**src/rtl/radix4_seq_multiplier_pkg.sv**
```systemverilog
// Shared constants and state encoding for the radix-4 sequential multiplier.
package radix4_seq_multiplier_pkg;

    localparam int unsigned DIGIT_W = 2;
    localparam int unsigned DPROD_W = 4;

    typedef enum logic [1:0] {
        IDLE = 2'd0,
        BUSY = 2'd1,
        DONE = 2'd2
    } state_t;

endpackage

```
**src/rtl/digit_mul2x2.sv**
```systemverilog
// Combinational 2x2 unsigned multiplier: AND partial products folded by two half adders.
module digit_mul2x2
    import radix4_seq_multiplier_pkg::*;
(
    input  logic [DIGIT_W-1:0] i_a,
    input  logic [DIGIT_W-1:0] i_b,
    output logic [DPROD_W-1:0] o_p
);

    logic w_pp00;
    logic w_pp01;
    logic w_pp10;
    logic w_pp11;
    logic w_s1;
    logic w_c1;
    logic w_s2;
    logic w_c2;

    assign w_pp00 = i_a[0] & i_b[0];
    assign w_pp01 = i_a[1] & i_b[0];
    assign w_pp10 = i_a[0] & i_b[1];
    assign w_pp11 = i_a[1] & i_b[1];

    // Weight-2 column, then its carry joins the weight-4 partial product.
    assign w_s1 = w_pp01 ^ w_pp10;
    assign w_c1 = w_pp01 & w_pp10;
    assign w_s2 = w_pp11 ^ w_c1;
    assign w_c2 = w_pp11 & w_c1;

    assign o_p = {w_c2, w_s2, w_s1, w_pp00};

endmodule

```
**src/rtl/radix4_seq_multiplier.sv**
```systemverilog
// Unsigned WIDTH x WIDTH multiplier that accumulates one 2x2 digit product per cycle,
// with valid/ready handshakes on the operand and result sides.
module radix4_seq_multiplier
    import radix4_seq_multiplier_pkg::*;
#(
    parameter int unsigned WIDTH = 8
) (
    input  logic               clk,
    input  logic               rst,
    input  logic               in_valid,
    output logic               in_ready,
    input  logic [WIDTH-1:0]   a,
    input  logic [WIDTH-1:0]   b,
    output logic               out_valid,
    input  logic               out_ready,
    output logic [2*WIDTH-1:0] p
);

    localparam int unsigned D     = WIDTH / 2;
    localparam int unsigned CNT_W = (D > 1) ? $clog2(D) : 1;
    localparam logic [CNT_W-1:0] LAST = CNT_W'(D - 1);

    state_t             r_state;
    state_t             w_state_next;
    logic [WIDTH-1:0]   r_a;
    logic [WIDTH-1:0]   r_b;
    logic [CNT_W-1:0]   r_i;
    logic [CNT_W-1:0]   r_j;
    logic [2*WIDTH-1:0] r_acc;

    logic               w_accept;
    logic               w_last;
    logic [DIGIT_W-1:0] w_a_dig;
    logic [DIGIT_W-1:0] w_b_dig;
    logic [DPROD_W-1:0] w_dprod;
    logic [CNT_W+1:0]   w_shamt;
    logic [2*WIDTH-1:0] w_term;

    assign w_accept = in_valid && (r_state == IDLE);
    assign w_last   = (r_i == LAST) && (r_j == LAST);

    assign w_a_dig = DIGIT_W'(r_a >> {r_i, 1'b0});
    assign w_b_dig = DIGIT_W'(r_b >> {r_j, 1'b0});

    digit_mul2x2 u_digit_mul (
        .i_a (w_a_dig),
        .i_b (w_b_dig),
        .o_p (w_dprod)
    );

    // Digit weights are 4^(i+j), i.e. a left shift by 2*(i+j).
    assign w_shamt = {({1'b0, r_i} + {1'b0, r_j}), 1'b0};
    assign w_term  = (2*WIDTH)'(w_dprod) << w_shamt;

    always_comb begin
        w_state_next = r_state;
        unique case (r_state)
            IDLE:    if (in_valid)  w_state_next = BUSY;
            BUSY:    if (w_last)    w_state_next = DONE;
            DONE:    if (out_ready) w_state_next = IDLE;
            default:                w_state_next = IDLE;
        endcase
    end

    always_ff @(posedge clk) begin
        if (rst) begin
            r_state <= IDLE;
            r_a     <= '0;
            r_b     <= '0;
            r_i     <= '0;
            r_j     <= '0;
            r_acc   <= '0;
        end else begin
            r_state <= w_state_next;
            if (w_accept) begin
                r_a   <= a;
                r_b   <= b;
                r_i   <= '0;
                r_j   <= '0;
                r_acc <= '0;
            end else if (r_state == BUSY) begin
                r_acc <= r_acc + w_term;
                if (r_j == LAST) begin
                    r_j <= '0;
                    r_i <= r_i + CNT_W'(1);
                end else begin
                    r_j <= r_j + CNT_W'(1);
                end
            end
        end
    end

    assign in_ready  = (r_state == IDLE);
    assign out_valid = (r_state == DONE);
    assign p         = r_acc;

endmodule

```
**config.mk**
```make
export PLATFORM = sky130hd
export DESIGN_NAME = radix4_seq_multiplier
export DESIGN_NICKNAME = d
export VERILOG_FILES = /design/src/rtl/radix4_seq_multiplier_pkg.sv /design/src/rtl/digit_mul2x2.sv /design/src/rtl/radix4_seq_multiplier.sv
export SDC_FILE = /design/constraint.sdc
export NUM_CORES = 1
export LEC_CHECK = 0
export CAP_MARGIN = 15
export CORE_MARGIN = 3
export CORE_UTILIZATION = 35
export CTS_CLUSTER_DIAMETER = 40
export DETAILED_ROUTE_END_ITERATION = 8
export GPL_ROUTABILITY_DRIVEN = 1
export PLACE_DENSITY_LB_ADDON = 0.3
export SLEW_MARGIN = 15
export SYNTH_ARGS = -nofsm -noshare
export SYNTH_HDL_FRONTEND = slang
export SYNTH_SLANG_ARGS = --single-unit
export TNS_END_PERCENT = 20
```
**constraint.sdc**
```tcl
create_clock -name clk -period 10.6 [get_ports clk]
set_input_delay 1.06 -clock clk [delete_from_list [all_inputs] [get_ports clk]]
set_output_delay 1.06 -clock clk [all_outputs]
set_load 0.005 [all_outputs]
```
# --- After elaboration in Yosys (flattened, before gate mapping) ---
# Cells that the tools add are included.
word_totals:
  ff_bits: 38
  latchBits: 0
  ram_bits: 0
  rom_bits: 0
  input_bits: 20
  output_inout_bits: 18
  memories: 0
classes:
  addsub: 4
  n_mul: 0
  div_mod_pow: 0
  n_lt_le_gt_ge: 0
  eq_ne: 7
  n_shift: 3
  n_mux: 5
  bitwise_logic: 8
  reduce_logical: 6
ops:
  columns: ["cell", "n"]
  rows:
  - ["16-bit adder", 1]
  - ["4-bit by 4-bit left shift with 16-bit output", 1]
  - ["8-bit by 3-bit right shift with 2-bit output", 2]
  - ["2-bit two-way mux", 4]
  - ["1-bit bitwise AND", 6]
  - ["2-bit equality test (second input constant)", 3]
  - ["2-bit one-hot mux with 3 select lines", 1]
  - ["2-bit by 1-bit adder with 2-bit output (second input constant)", 2]
  - ["2-bit != test (second input constant)", 2]
  - ["2-bit by 2-bit adder with 3-bit output", 1]
  - ["3-bit AND reduction", 1]
  - ["2-bit by 1-bit equality test with 1-bit output (second input constant)", 1]
  - ["1-bit logical AND", 2]
  - ["2-bit zero test", 1]
  - ["2-bit by 1-bit != test with 1-bit output (second input constant)", 1]
  - ["2-bit AND reduction", 1]
  - ["2-bit OR reduction", 1]
  - ["1-bit bitwise XOR", 2]

# --- Depth between registers and ports, before layout ---
depth:
  ltp_word: 6
  ltp_mapped: 15
  ltp_nobuf: 14

# --- Modules after synthesis ---
# From an unflattened synthesis, not the netlist that was laid out.
hier_totals:
  hier_cells: 332
  hier_area_um2: 2606.2
by_module_without_submodules:
  columns: ["mod", "n_inst", "cells_per_inst", "area_per_inst_um2", "seq_area_each_um2"]
  rows:
  - ["radix4_seq_multiplier", 1, 322, 2526.2, 760.7]
  - ["digit_mul2x2", 1, 10, 80.1, 0.0]

# --- Worst setup path after synthesis ---
# Ideal clock, no wire load.
synth_path:
  path_kind: "register to register"
  startpoint: "register r_j[0]"
  endpoint: "register r_acc[13], in the netlist p[13]"
  setup_time_ns: 0.122
  t_arrival_ns: 3.436
  required_ns: 10.478
  setup_slack_ns: 7.042
  path_stages_with_launch: 15
  path_buffers: 0
  period_less_slack_ns: 3.558
  cell_sequence: "dfxtp_1 -> mux4_2 -> and2_1 -> ha_1 -> ha_1 -> nor2b_1 -> a31oi_1 -> nor2_1 -> ha_1 -> a21oi_1 -> o211ai_1 -> a311oi_1 -> o21a_1 -> nor4_1 -> nand3b_1"
synth_between:
  elab_chain_len: 6
  elab_cells_between_ends: 12
  cone_classes: "add/sub: 2; shift: 2; bitwise: 8"
synth_rtl:
  columns: ["item", "line_no", "source"]
  rows:
  - ["start: declaration", "radix4_seq_multiplier.sv:28", "logic [CNT_W-1:0] r_j;"]
  - ["start signal: assignment", "radix4_seq_multiplier.sv:87", "r_j <= r_j + CNT_W'(1);"]
  - ["8-bit by 3-bit right shift with 2-bit output", "radix4_seq_multiplier.sv:43", "assign w_b_dig = DIGIT_W'(r_b >> {r_j, 1'b0});"]
  - ["1-bit bitwise AND (on tied branches)", "digit_mul2x2.sv:20, digit_mul2x2.sv:21", null]
  - ["1-bit bitwise AND", "digit_mul2x2.sv:26", "assign w_c1 = w_pp01 & w_pp10;"]
  - ["1-bit bitwise XOR / 1-bit bitwise AND (equally long branches)", "digit_mul2x2.sv:27, digit_mul2x2.sv:28", null]
  - ["4-bit by 4-bit left shift with 16-bit output *", "radix4_seq_multiplier.sv:53", "assign w_term = (2*WIDTH)'(w_dprod) << w_shamt;"]
  - ["16-bit adder *", "radix4_seq_multiplier.sv:82", "r_acc <= r_acc + w_term;"]
  - ["end signal: assignment", "radix4_seq_multiplier.sv:82", null]
  - ["end: declaration", "radix4_seq_multiplier.sv:29", "logic [2*WIDTH-1:0] r_acc;"]
# Mark *: on every way between the ends. The rest lies on a longest branch, timed or not.
# A chain may end at the register's enable or synchronous reset.

# --- Final worst setup path ---
# Ends and elaborated chain as after synthesis.

==> impl_metrics.env <==
export IMPL_synth_top_area_frac=0.309
export IMPL_initialDrtViolationCount=72
export IMPL_clock_latency_ns=0.30
export IMPL_drv_slew=0
export IMPL_ios=38
export IMPL_cts_tree="yes"
export IMPL_drt_wirelength_per_cell_um=12.9
export IMPL_gr_total_overflow=0
export IMPL_grt_max_degree=26
export IMPL_cts_buffer_depth=2
export IMPL_firstDrtPassIters=6
export IMPL_cts_buffers_inserted=5
export IMPL_portBuffers=37
export IMPL_antenna_found_initial=0
export IMPL_drc=0
export IMPL_cap_viol_max_count=0
export IMPL_max_stage_delay_ns=0.56
export IMPL_hp_class="reg2reg"
export IMPL_globalplace_congestion=0.854
export IMPL_power_frac_comb=0.115
export IMPL_worstPathArrival_ns=4.21
export IMPL_power_density_nw_per_um2=98.1
export IMPL_core_area_um2=6570
export IMPL_max_freq_ghz=0.249
export IMPL_finalInstanceArea_um2=2980
export IMPL_diodes=0
export IMPL_setup_tns_ns=0
export IMPL_synth_distinct_cells=48
export IMPL_yosysMostFrequentCell="nand2_1"
export IMPL_via_per_inst=5.10
export IMPL_vias=2235
export IMPL_hold_ws_ns=0.459
export IMPL_run_status="finished, final reports clean"
export IMPL_grt_pass1_wl_um=9890
export IMPL_crit_top_cell="ha_1"
export IMPL_dp_hpwl_um=4230
export IMPL_postRouteAntennaNets=0
export IMPL_ctsResizeCount=0
export IMPL_hold_buffers=0
export IMPL_cp_top_family="compound AO/OA/AOI/OAI gates"
export IMPL_synth_async_sr_flop_share=0
export IMPL_fin_skew_ns=0.00955
export IMPL_switchingPower_mw=0.0779
export IMPL_critical_path_max_fanout=7
export IMPL_ys_warnings_count=0
export IMPL_grt_use_total=0.144
export IMPL_synth_common_cells="nand2_1, dfxtp_1, a21oi_1, ha_1, nor2_1"
export IMPL_die_area_um2=8080
export IMPL_cts_htree_levels=2
export IMPL_final_net_count=387
export IMPL_synth_seq_cells=38
export IMPL_synth_fp_nets=357
export IMPL_netlist_area_um2=2460
export IMPL_setup_viol_count_final=0
export IMPL_post_dp_cell_area_um2=2890
export IMPL_startpoint_type="register"
export IMPL_crit_chain="mux4_2 -> and2_1 -> ha_1 -> ha_1 -> nor2b_1 -> a31oi_1 -> nor2_1 -> ha_1 -> a21oi_1 -> o211ai_1 -> a311oi_1 -> o21a_1 -> nor4_1 -> nand3b_1"
export IMPL_dp_cells=430
export IMPL_seq_power_share=0.514
export IMPL_die_h_um=89.9
export IMPL_hold_violations=0
export IMPL_path_buf_inv=0
export IMPL_relSlewSlack=0.434
export IMPL_final_core_util=0.454
export IMPL_p_total_mw=0.293
export IMPL_row_count=29
export IMPL_ys_seq_area_frac=0.309
export IMPL_synth_top_area_cell="dfxtp_1"
export IMPL_initial_core_util=0.375
export IMPL_switching_share=0.266
export IMPL_synth_flop_cell="dfxtp_1"
export IMPL_cpMaxStageDelayCell="mux4_2"
export IMPL_area_growth_pct=21.2
export IMPL_p_leak_nw=1.18
export IMPL_synth_edf_count=0
export IMPL_fp_dieW_um=89.9
export IMPL_tightest_slew_ns=0.849
export IMPL_synth_area_per_cell_um2=7.84
export IMPL_vdd_drop_max_uv=53.7
export IMPL_clk_pin_slew_ns=0.08
export IMPL_routed_wl_um=5640
export IMPL_drive_gt1_frac=0.0580
export IMPL_clock_power_share=0.371
export IMPL_finalCriticalPeriod_ns=4.01
export IMPL_cts_setup_buffers=0
export IMPL_post_place_ws_ns=6.62
export IMPL_fin_crit_sh=0.379
export IMPL_cp_required_ns=10.79
export IMPL_crit_type="reg2reg"
export IMPL_internal_power_mw=0.215
export IMPL_synthCells=314
export IMPL_final_cells=438
export IMPL_synthTopCellsByArea="dfxtp_1, ha_1, nand2_1, a21oi_1, mux4_2"
export IMPL_clkSinkCount=38
export IMPL_root_buffer="clkbuf_8"
export IMPL_grt_pass1_vias=2184
export IMPL_setup_slack_ns=6.59
export IMPL_rsz0062_at_grt="no"
export IMPL_endpoint_kind="register"
==> cells in the final DEF, fill, tap and decap left out, types with 3 or more instances in the layout <==
| cell type | count |
|---|---|
| a211oi_1 | 3 |
| a21o_1 | 4 |
| a21oi_1 | 35 |
| a221oi_1 | 3 |
| a31oi_1 | 6 |
| and2_1 | 5 |
| and3_1 | 3 |
| clkbuf_8 | 6 |
| clkdlybuf4s50_1 | 37 |
| dfxtp_1 | 38 |
| ha_1 | 21 |
| inv_1 | 11 |
| mux4_2 | 4 |
| nand2_1 | 69 |
| nand2b_1 | 5 |
| nand3_1 | 9 |
| nand3b_1 | 3 |
| nor2_1 | 21 |
| nor2b_1 | 4 |
| nor3_1 | 5 |
| o211ai_1 | 3 |
| o21ai_0 | 9 |
| xnor2_1 | 5 |
| xor2_1 | 5 |
==> area by class of cell <==
cell class / instances / area, um2
multi-input cells: 250 / 1590
clock inverters: 2 / 12.5
well taps: 93 / 116
clock buffers: 6 / 82.6
inverters: 11 / 41.3
repair buffers: 38 / 378
fillers: 651 / 3580
flip-flops and latches: 38 / 761
==> flip-flops by register name (all words and copies together) (netlist names) <==
register,count
r_j,2
r_i,2
r_a,8
p,16
r_b,8
r_state,2
==> path summary, 6_finish.rpt <==
check	end	from	slack, ns	depth (start not counted)
max reg2reg	p[13]$_SDFFE_PP0P_	r_j[0]$_SDFFE_PP0P_	6.59	14
max	p[13]$_SDFFE_PP0P_	r_j[0]$_SDFFE_PP0P_	6.59	14
min reg2reg	r_a[4]$_SDFFE_PP0P_	r_a[4]$_SDFFE_PP0P_	0.46	2
min	r_a[4]$_SDFFE_PP0P_	r_a[4]$_SDFFE_PP0P_	0.46	2
==> cell families (layout without fill, tap and decap cells) <==
| family | after synthesis | count (layout) | synth area share |
|---|---|---|---|
| AO/OA/AOI/OAI | 75 | 75 | 0.189 |
| XOR/XNOR | 10 | 10 | 0.0356 |
| adder cells (fa/ha/maj) | 23 | 23 | 0.123 |
| buffers and inverters | 26 | 57 | 0.0442 |
| flip-flops | 38 | 38 | 0.309 |
| multiplexers | 5 | 5 | 0.0407 |
| AND/OR/NAND/NOR | 137 | 137 | 0.259 |
==> worst register-to-register path: cells and delay by family (launching register included) <==
kind	cells	cell delay, ns
flip-flops	1	0.47
adder cells (fa/ha/maj)	3	0.87
AO/OA/AOI/OAI	5	1.39
AND/OR/NAND/NOR	5	0.60
multiplexers	1	0.56
==> power by group through the flow <==
stage	combinational [mW]	sequential, mW	clock [mW]
floorplan	0.0218	0.153	0
global placement	0.0335	0.154	0
detailed placement	0.0339	0.154	0
CTS	0.0340	0.151	0.112
global route	0.0376	0.151	0.117
finish	0.0337	0.151	0.109
==> layer usage <==
layer,up-vias,part of all wire,track usage,wire (um)
met3,11,0.045,0.0334,252
met2,44,0.45,0.241,2530
li1,1158,-,-,-
met1,1022,0.49,0.181,2750
met4,0,0.018,0.0548,99
met5,-,0,0,0
(Power assumes the default switching activity.)
==> edit: new RTL, same settings <==
Re-encode `state_t` (3 states) as one-hot, 3 bits wide.
--- a/src/rtl/radix4_seq_multiplier_pkg.sv
+++ b/src/rtl/radix4_seq_multiplier_pkg.sv
@@ -4,10 +4,10 @@
     localparam int unsigned DIGIT_W = 2;
     localparam int unsigned DPROD_W = 4;
 
-    typedef enum logic [1:0] {
-        IDLE = 2'd0,
-        BUSY = 2'd1,
-        DONE = 2'd2
+    typedef enum logic [2:0] {
+        IDLE = 3'b001,
+        BUSY = 3'b010,
+        DONE = 3'b100
     } state_t;
 
 endpackage
Behaviour: no difference found for any inputs over 10 cycles, from zero or initial values and one cycle with rst high; not proved beyond that.
==> edit against the unedited design <==
  * Final area up 5.1%
  * Wire length up 10%
  * Combinational power up 38%
  * Sequential cell count up 1
  * Worst setup slack worse by 29 ps
  * Power up 16%
  * Utilization down 0.53 points
  * First-iteration DRC count up 71%
  * Fmax down 0.72%
  * Synthesized area up 4.9%
  * Clock power up 24%
  * Critical endpoint is now p[15]
  * Largest cell class unchanged
  * Highest routed layer unchanged
==> edit: results <==
[pwr]
power_mw = 0.341
p_int_mw = 0.247
powerComb_mw = 0.0465
pg_seq_mw = 0.160
vdd_ir_drop_max_uv = 70.4
p_leak_nw = 1.26

[drt]
wl_met1_um = 2960
dr_wl_met2_um = 2930
routed_wl_um = 6210
vias_per_cell = 5.18

[global_routing]
use_met2_pct = 26.3
grt_max_degree = 24
grt_pass1_vias = 2356
grtUsageMet1_pct = 19.9
grt_use_met3_pct = 3.20
grt_pass1_wl_um = 10800
grt.total_usage_pct = 15.6

[layout]
seqCellArea_um2 = 781
fill_cells = 737
fin_cells = 460
drive_gt1_share_pct = 5.77

[worst_hold_path]
holdPathEnd = r_a[7]
min_from = r_a[7]

[placement]
gp_congestion = 0.909
placed_area_um2 = 3020
pre_cts_slack_ps = 6610
placedCellCount = 452
dp_hpwl_um = 4710

[clock_network]
insertion_delay_ps = 310

[critical_path]
crit_path_start = r_j[0]
path_max_fanout = 6
endpoint = p[15]
cp_top_family = compound AO/OA/AOI/OAI gates
cp.arrival_ps = 4240

[synthesis]
synthesis.nets = 377
synth-seq-area-share_pct = 30.2
synth_common_cells = nand2_1 (66), a21oi_1 (44), dfxtp_1 (39)
synth_area_leaders = dfxtp_1 (30%), ha_1 (10%), nand2_1 (9.6%)
syn_avg_cell_area_um2 = 7.73
yosys.cell_types.count = 50

[timing]
whs_ps = 459
fin_skew_ps = 8.36
maxSlewHeadroom_pct = 27.3
period_needed_ps = 4040

[outcome]
status = complete, no violations
-- edit: cell type report --
cell class / count / area share (%)
clock buffer: 5 / 2.19
sequential: 39 / 24.9
tap: 96 / 3.83
timing repair buffer: 37 / 11.8
multi-input combinational: 271 / 54.7
inverter: 9 / 1.08
clock inverter: 3 / 1.52
-- edit: worst reg2reg max path: stages, from the launching register on --
cell and delay, ps:
dfxtp_1 480, mux4_2 560, and2_1 160, ha_1 190
ha_1 300, nor2b_1 140, a31oi_1 320, nor2_1 90
ha_1 330, inv_1 40, o21ai_0 340, a21oi_1 220
o31ai_1 410, nor4_1 90, a211o_1 270
-- edit: cell families (layout without fill, tap and decap cells) --
kind of cell | Yosys count | after routing | share of synthesized area (%)
AO/OA/AOI/OAI | 84 | 84 | 19.0
XOR/XNOR | 9 | 9 | 3.05
adder cells (fa/ha/maj) | 23 | 23 | 11.7
buffers and inverters | 24 | 54 | 3.97
flip-flops | 39 | 39 | 30.2
multiplexers | 7 | 7 | 4.80
AND/OR/NAND/NOR | 148 | 148 | 27.2
